$ cat config.mk
export PLATFORM = sky130hd
export DESIGN_NAME = fetch_unit
export DESIGN_NICKNAME = d
export VERILOG_FILES = /design/src/rtl/fetch_unit_pkg.sv /design/src/rtl/fetch_unit_predecode.sv /design/src/rtl/fetch_unit.sv
export SDC_FILE = /design/constraint.sdc
export NUM_CORES = 1
export LEC_CHECK = 0
export CORE_UTILIZATION = 57
export CTS_BUF_LIST = sky130_fd_sc_hd__clkbuf_4 sky130_fd_sc_hd__clkbuf_8 sky130_fd_sc_hd__clkbuf_16
export CTS_CLUSTER_SIZE = 12
export DETAILED_ROUTE_END_ITERATION = 7
export GPL_ROUTABILITY_DRIVEN = 0
export PLACE_DENSITY_LB_ADDON = 0.3
export REMOVE_ABC_BUFFERS = 1
export SLEW_MARGIN = 20
export SYNTH_ARGS = -nofsm -noshare
export SYNTH_HDL_FRONTEND = slang
export SYNTH_HIERARCHICAL = 1
export SYNTH_SLANG_ARGS = --single-unit
$ cat constraint.sdc
create_clock -name CLK -period 7.6 [get_ports CLK]
set_input_delay 1.52 -clock CLK [delete_from_list [all_inputs] [get_ports CLK]]
set_output_delay 1.52 -clock CLK [all_outputs]
set_load 0.05 [all_outputs]
$ cat src/rtl/fetch_unit_pkg.sv
// Shared constants and types for the fetch stage and the branch predecoder.
package fetch_unit_pkg;

  localparam int unsigned INSTR_W = 32;
  localparam int unsigned ADDR_W  = 64;

  localparam logic [5:0]        OPC_B            = 6'b000101;
  localparam logic [7:0]        OPC_CBZ          = 8'b10110100;
  localparam logic [ADDR_W-1:0] RESET_PC_DEFAULT = '0;
  localparam logic [ADDR_W-1:0] PC_STEP          = 64'd4;

  // Contents of the IF/ID pipeline register.
  typedef struct packed {
    logic [INSTR_W-1:0] instr;
    logic [ADDR_W-1:0]  pc;
  } ifid_t;

  // Byte offset of a B instruction: imm26 sign-extended, scaled by 4.
  function automatic logic [ADDR_W-1:0] b_offset(input logic [INSTR_W-1:0] instr);
    return {{(ADDR_W-28){instr[25]}}, instr[25:0], 2'b00};
  endfunction

endpackage

$ cat src/rtl/fetch_unit_predecode.sv
// Combinational B-instruction detector and target calculator.
module fetch_predecode
  import fetch_unit_pkg::*;
(
  input  logic [ADDR_W-1:0]  pc,
  input  logic [INSTR_W-1:0] instr,
  output logic               is_b,
  output logic [ADDR_W-1:0]  b_target
);

  always_comb begin
    is_b     = (instr[31:26] == OPC_B);
    b_target = pc + b_offset(instr);
  end

endmodule

$ cat src/rtl/fetch_unit.sv
// Program counter and IF/ID register with valid/ready handshake, B predecode
// and execute-stage redirect.
module fetch_unit
  import fetch_unit_pkg::*;
#(
  parameter logic [ADDR_W-1:0] RESET_PC    = RESET_PC_DEFAULT,
  parameter bit                PREDECODE_B = 1'b1
) (
  input  logic                CLK,
  input  logic                resetl,
  output logic [ADDR_W-1:0]   InstAddr,
  input  logic [INSTR_W-1:0]  InstData,
  input  logic                redirect_valid,
  input  logic [ADDR_W-1:0]   redirect_pc,
  input  logic                out_ready,
  output logic                out_valid,
  output logic [INSTR_W-1:0]  out_instr,
  output logic [ADDR_W-1:0]   out_pc,
  output logic [31:0]         fetch_count
);

  logic [ADDR_W-1:0] pc;
  logic [ADDR_W-1:0] next_pc;
  logic [ADDR_W-1:0] b_target;
  logic              is_b;
  logic              advance;
  ifid_t             ifid;

  fetch_predecode u_predecode (
    .pc       (pc),
    .instr    (InstData),
    .is_b     (is_b),
    .b_target (b_target)
  );

  always_comb begin
    advance = !out_valid || out_ready;
    next_pc = (PREDECODE_B && is_b) ? b_target : pc + PC_STEP;
  end

  // Redirect outranks the handshake: the word fetched this cycle is dropped.
  always_ff @(posedge CLK or negedge resetl) begin
    if (!resetl) begin
      pc          <= RESET_PC;
      out_valid   <= 1'b0;
      ifid        <= '0;
      fetch_count <= '0;
    end else if (redirect_valid) begin
      pc        <= {redirect_pc[ADDR_W-1:2], 2'b00};
      out_valid <= 1'b0;
    end else if (advance) begin
      pc          <= next_pc;
      out_valid   <= 1'b1;
      ifid.instr  <= InstData;
      ifid.pc     <= pc;
      fetch_count <= fetch_count + 32'd1;
    end
  end

  assign InstAddr  = pc;
  assign out_instr = ifid.instr;
  assign out_pc    = ifid.pc;

endmodule
Yosys cells after proc, flatten, opt, wreduce, memory -nomap -nowiden
Index checks and enable logic that the tools add are counted.
{"block": "classes", "addsub": 3, "n_eq_ne": 1, "mux": 5, "n_bitwise": 1, "n_reduce_logical": 4}
{"operator": "$mux W64", "count": 3}
{"operator": "$add A64 B3 Y64 const B", "count": 1}
{"operator": "$add A64 B64 Y64", "count": 1}
{"operator": "$add A32 B1 Y32 const B", "count": 1}
{"operator": "$eq A6 B3 Y1 const B", "count": 1}
{"operator": "$mux W1", "count": 2}
{"operator": "$reduce_and A2 Y1", "count": 1}
{"operator": "$reduce_bool A2 Y1", "count": 1}
{"operator": "$logic_not A1 Y1", "count": 1}
{"operator": "$logic_or A1 B1 Y1", "count": 1}
{"operator": "$not A1 Y1", "count": 1}
{"block": "totals", "regBits": 193, "in_bits": 100, "out_inout_bits": 193, "word_cells": 19}

Longest topological paths before layout
{"block": "depth", "ltp_word": 4, "ltp_mapped": 16, "mapped_depth_nobuf": 16}

Modules after synthesis
The synthesis kept the hierarchy.
{"module": "fetch_unit", "n_inst": 1, "cells_per_inst": 1031, "area_per_inst_um2": 10097.2, "seq_area_each_um2": 4829.6}
{"module": "fetch_predecode", "n_inst": 1, "cells_per_inst": 598, "area_per_inst_um2": 3977.6, "seq_area_each_um2": 0.0}

Worst setup path after synthesis
No wires, ideal clock.
{"block": "synth_path", "kind": "input port to flip-flop", "from": "input InstData[0]", "to": "register pc[60], in the netlist InstAddr[60]", "setup_time_ns": 0.125, "arrival_time_ns": 4.136, "required_time_ns": 7.475, "slack_ns": 3.339, "path_stages": 16, "path_buffers": 0, "cell_sequence": "ha_1 inv_1 fa_1 and2b_1 o2111ai_1 a211o_1 a21o_2 a311oi_2 o21ai_2 a31oi_2 a31oi_1 xnor2_1 a21oi_1 nor2_1 o21ai_0 o21ai_1"}
{"block": "synth_via", "elab_chain_cells": 4}
{"element": "start: declaration", "line": "fetch_unit.sv:12", "rtl": "input logic [INSTR_W-1:0] InstData,"}
{"element": "$add A64 B64 Y64", "line": "fetch_unit_predecode.sv:13", "rtl": "b_target = pc + b_offset(instr);"}
{"element": "via b_target[60]", "line": "fetch_unit.sv:24", "rtl": "logic [ADDR_W-1:0] b_target;"}
{"element": "$mux W64", "line": "fetch_unit.sv:38", "rtl": "next_pc = (PREDECODE_B && is_b) ? b_target : pc + PC_STEP;"}
{"element": "$mux W64", "line": "fetch_unit.sv:51", "rtl": "end else if (advance) begin"}
{"element": "$mux W64", "line": "fetch_unit.sv:48", "rtl": "end else if (redirect_valid) begin"}
{"element": "end signal: assignment", "line": "fetch_unit.sv:49", "rtl": "pc <= {redirect_pc[ADDR_W-1:2], 2'b00};"}
{"element": "end signal: assignment", "line": "fetch_unit.sv:52", "rtl": "pc <= next_pc;"}
{"element": "end: declaration", "line": "fetch_unit.sv:22", "rtl": "logic [ADDR_W-1:0] pc;"}
The timed path passes the listed nets, and every way through them passes these cells. The select of a mux whose other input is x is not followed.
A chain may end at the register's enable or synchronous reset.

Worst setup path after layout
{"block": "layout_path", "from": "input InstData[25]", "to": "register pc[61], in the netlist InstAddr[61]"}
The elaborated chain is that of the path after synthesis.

==> flow_metrics.py <==
metrics = {
    "run_status": {
        "outcome": "finished, violations left",
        "violations_in_the_final_reports": "DRC",
    },
    "final_layout": {
        "post-route-util_pct": 73.2,
        "syn2layout_area_growth_pct": 26.0,
        "fill_cells": 1844,
        "finalNetCount": 2021,
        "final_layout_size_suffix_gt1_share_pct": 10.4,
        "layoutNonFillerInstCount": 2195,
    },
    "yosys": {
        "synth_top_cells_by_area": "dfrtp_1, mux2_2, ha_1",
        "synth_seq_cells": 193,
        "post_synth_instance_area_sq_um": 14100,
        "post-synth-top-area-cell": "dfrtp_1",
        "synth-compound-area-share_pct": 20.6,
        "simple_gate_portion_of_the_synthesized_area_pct": 20.7,
        "syn_inst": 1629,
        "xor_and_xnor_area_share_after_synthesis_pct": 6.29,
        "synth_most_common_cell": "dfrtp_1",
        "synth-seq-area-share_pct": 34.3,
        "ys.warnings.count": 6,
        "yosys_most_used_dff": "dfrtp_1",
        "async_flop_share_pct": 100,
        "synth_adder_area_share_pct": 5.74,
        "synth_top_area_share_pct": 34.3,
        "synthDistinctLibCells": 92,
        "synthMuxAreaShare_pct": 8.37,
        "synth_top_family_by_area": "simple AND/OR/NAND/NOR gates",
        "synth_common_cells": "dfrtp_1, nand2_1, a21oi_1, o21ai_0, nor2_1",
        "syn_avg_cell_area_sq_um": 8.64,
        "synth-edff-count": 0,
    },
    "global_route": {
        "initial_antenna_violation_count": 1,
        "grt_util_all_layers_pct": 37.1,
        "grt-ovfl-total": 0,
        "first_pass_grt_wire_length_um": 74600,
        "grt_pass1_vias": 13900,
        "grt_start_max_net_pins": 121,
    },
    "critical_path": {
        "path_common_cell": "o21ai_0",
        "largest_fanout_of_any_net_on_the_critical_path": 23,
        "cp.arrival_ns": 5.92,
        "cp-end-kind": "flip-flop",
        "timing.critical_path.max_delay_family": "compound AO/OA/AOI/OAI gates",
        "timing.critical_path.slowest_cell_delay_ns": 0.98,
        "path_class": "in -> reg",
        "critical_path_required_ns": 7.92,
        "critical_path.slowest_cell": "clkdlybuf4s50_1",
        "critical_path.n_buffers_inverters": 2,
        "critical_path_start_type": "primary input",
        "critical_path.cell_chain": "clkdlybuf4s50_1 -> ha_1 -> inv_1 -> nor3_1 -> nand3_1 -> o211ai_2 -> a2bb2oi_2 -> a31oi_2 -> o31ai_1 -> a31oi_1 -> xnor2_1 -> o21ai_0 -> nand2_1 -> o21ai_0 -> o21ai_0 -> o2bb2ai_1",
    },
    "place": {
        "hpwl_um": 33700,
        "place.port_buffers": 290,
        "post-place-ws_ns": 1.70,
        "place.detailed.instances": 2161,
    },
    "timing": {
        "max_clock_freq_mhz": 179,
        "worst_slew_margin_rel_pct": 30.2,
        "setup_viol": 0,
        "maxSlewViolCount": 0,
        "timing_worst_slew_pin_value_ns": 1.04,
        "final.setup_skew_ns": 0.0169,
        "finalWorstPathRequiredPeriod_ns": 5.60,
        "layout_setup_ws_ns": 2.00,
        "finalHoldViolations": 0,
        "grt_setup_unrepaired": "no",
        "post-route-period-util_pct": 73.7,
    },
    "floorplanning": {
        "top_level_ports": 293,
        "core.rowCount": 57,
        "total_core_area_sq_um": 24200,
        "die-height_um": 159,
        "die_area_sq_um": 25300,
        "floorplan.initialDensity_pct": 58.0,
        "die_w_um": 159,
    },
    "route": {
        "drt_iter0_drc": 2074,
        "totalWireLength_um": 47400,
        "post_drt_wl_per_cell_um": 21.6,
        "route.detailed.vias_per_inst": 6.62,
        "drt_first_pass_iters": 8,
        "via_count": 14500,
        "drc_errors": 2,
        "drtAntennaViolNets": 0,
    },
    "clocking": {
        "worst_skew_pair.late_latency_ns": 0.45,
        "ctsRootBufferMaster": "clkbuf_16",
        "cts_setup_buffers": 0,
        "tritoncts": "built",
        "ctsLongestPathBuffers": 2,
        "htreeDepth": 4,
        "cts_hold_buffers": 0,
        "cts.reportedPaths.clkPinSlew_ns": 0.08,
        "post_cts.resized_instances": 0,
        "cts_inserted_buffers": 17,
        "cts.sink_count": 193,
    },
    "power": {
        "ir_worst_vdd_mv": 0.136,
        "fin_total_pwr_mw": 4.10,
        "pwr_density_cell_nw_per_um2": 231,
        "total_leakage_power_nw": 7.23,
    },
    "min_path": {
        "hold_path_class": "reg -> reg",
    },
    "run": {
        "cap_violations": 0,
    },
}
[final cells by class]
type	count	area (sq um)	area share, %
Antenna cell	1	2.50	0.0141
Clock buffer	17	425	2.40
Clock inverter	15	195	1.10
Inverter	41	154	0.868
Multi-Input combinational cell	1302	8720	49.2
Sequential cell	193	4830	27.2
Tap cell	324	405	2.29
Timing Repair Buffer	302	3010	16.9
[metal layers]
| metal | vias to the layer above | GRT usage [%] | share of wire (%) |
|---|---|---|---|
| met5 | - | 0 | 0 |
| met4 | 0 | 18.9 | 5.3 |
| met3 | 202 | 8.60 | 11 |
| met2 | 991 | 58.3 | 45 |
| met1 | 6899 | 47.9 | 38 |
| li1 | 6430 | - | - |
[logic make-up (layout without fill, tap and decap cells)]
group / count (synthesis) / after routing
fa+ha+maj: 64 / 64
xor+xnor: 101 / 101
mux: 106 / 106
compound gates: 452 / 452
flops: 193 / 193
other cells: 0 / 1
simple gates: 579 / 579
buf+inv: 134 / 375
[metrics by stage]
step                hold slack (ns)  instance area, sq um  setup TNS [ns]
finish                        0.487                 17700               0
global route                  0.512                 17700               0
detailed placement            0.472                 17100               0
global placement              0.462                 17100               0
floorplan                     0.770                 13700          -35.89
CTS                           0.488                 17700               0
[report_power, final]
group          internal (mW)  switching (mW)  leakage, nW  total [mW]
logic                  0.653            1.15         4.63        1.80
registers               1.16           0.177         2.30        1.34
clock network          0.457           0.503        0.301       0.960
total                   2.27            1.83         7.23        4.10
[registers in the layout, indices dropped and copies added (netlist names)]
signal and flops:
InstAddr 64, out_instr 32, out_pc 64, fetch_count 32, out_valid 1
[worst min-delay path: stages (launching register included)]
cell,delay [ns]
dfrtp_1,0.34
nand2_1,0.05
o21ai_0,0.06
[path summary, 6_finish.rpt]
kind	from	endpoint	slack [ns]	cells after the start
max	InstData[25]	InstAddr[61]$_DFFE_PN0P_	2.00	16
min in group asynchronous	resetl	fetch_count[22]$_DFFE_PN0P_	1.18	1
min reg2reg	out_pc[61]$_DFFE_PN0P_	out_pc[61]$_DFFE_PN0P_	0.49	2
max reg2reg	InstAddr[2]$_DFFE_PN0P_	InstAddr[52]$_DFFE_PN0P_	3.33	15
max in group asynchronous	resetl	InstAddr[20]$_DFFE_PN0P_	4.85	2
min	out_pc[61]$_DFFE_PN0P_	out_pc[61]$_DFFE_PN0P_	0.49	2
[cells in the final DEF (no fill, tap or decap), types with 12 or more instances in the layout]
master             n
a211oi_1          14
a21o_1            35
a21oi_1          133
a31oi_1           19
and3_1            23
buf_4             12
clkbuf_16         17
clkdlybuf4s50_1  288
dfrtp_1          193
ha_1              63
inv_1             41
mux2_2            94
mux2i_1           12
nand2_1          178
nand2b_1          12
nand3_1           77
nand4_1           47
nor2_1           108
nor3_1            40
nor4_1            18
o21ai_0          112
o21bai_1          15
xnor2_1           59
xor2_1            42
Power figures use the tool's default switching activity.
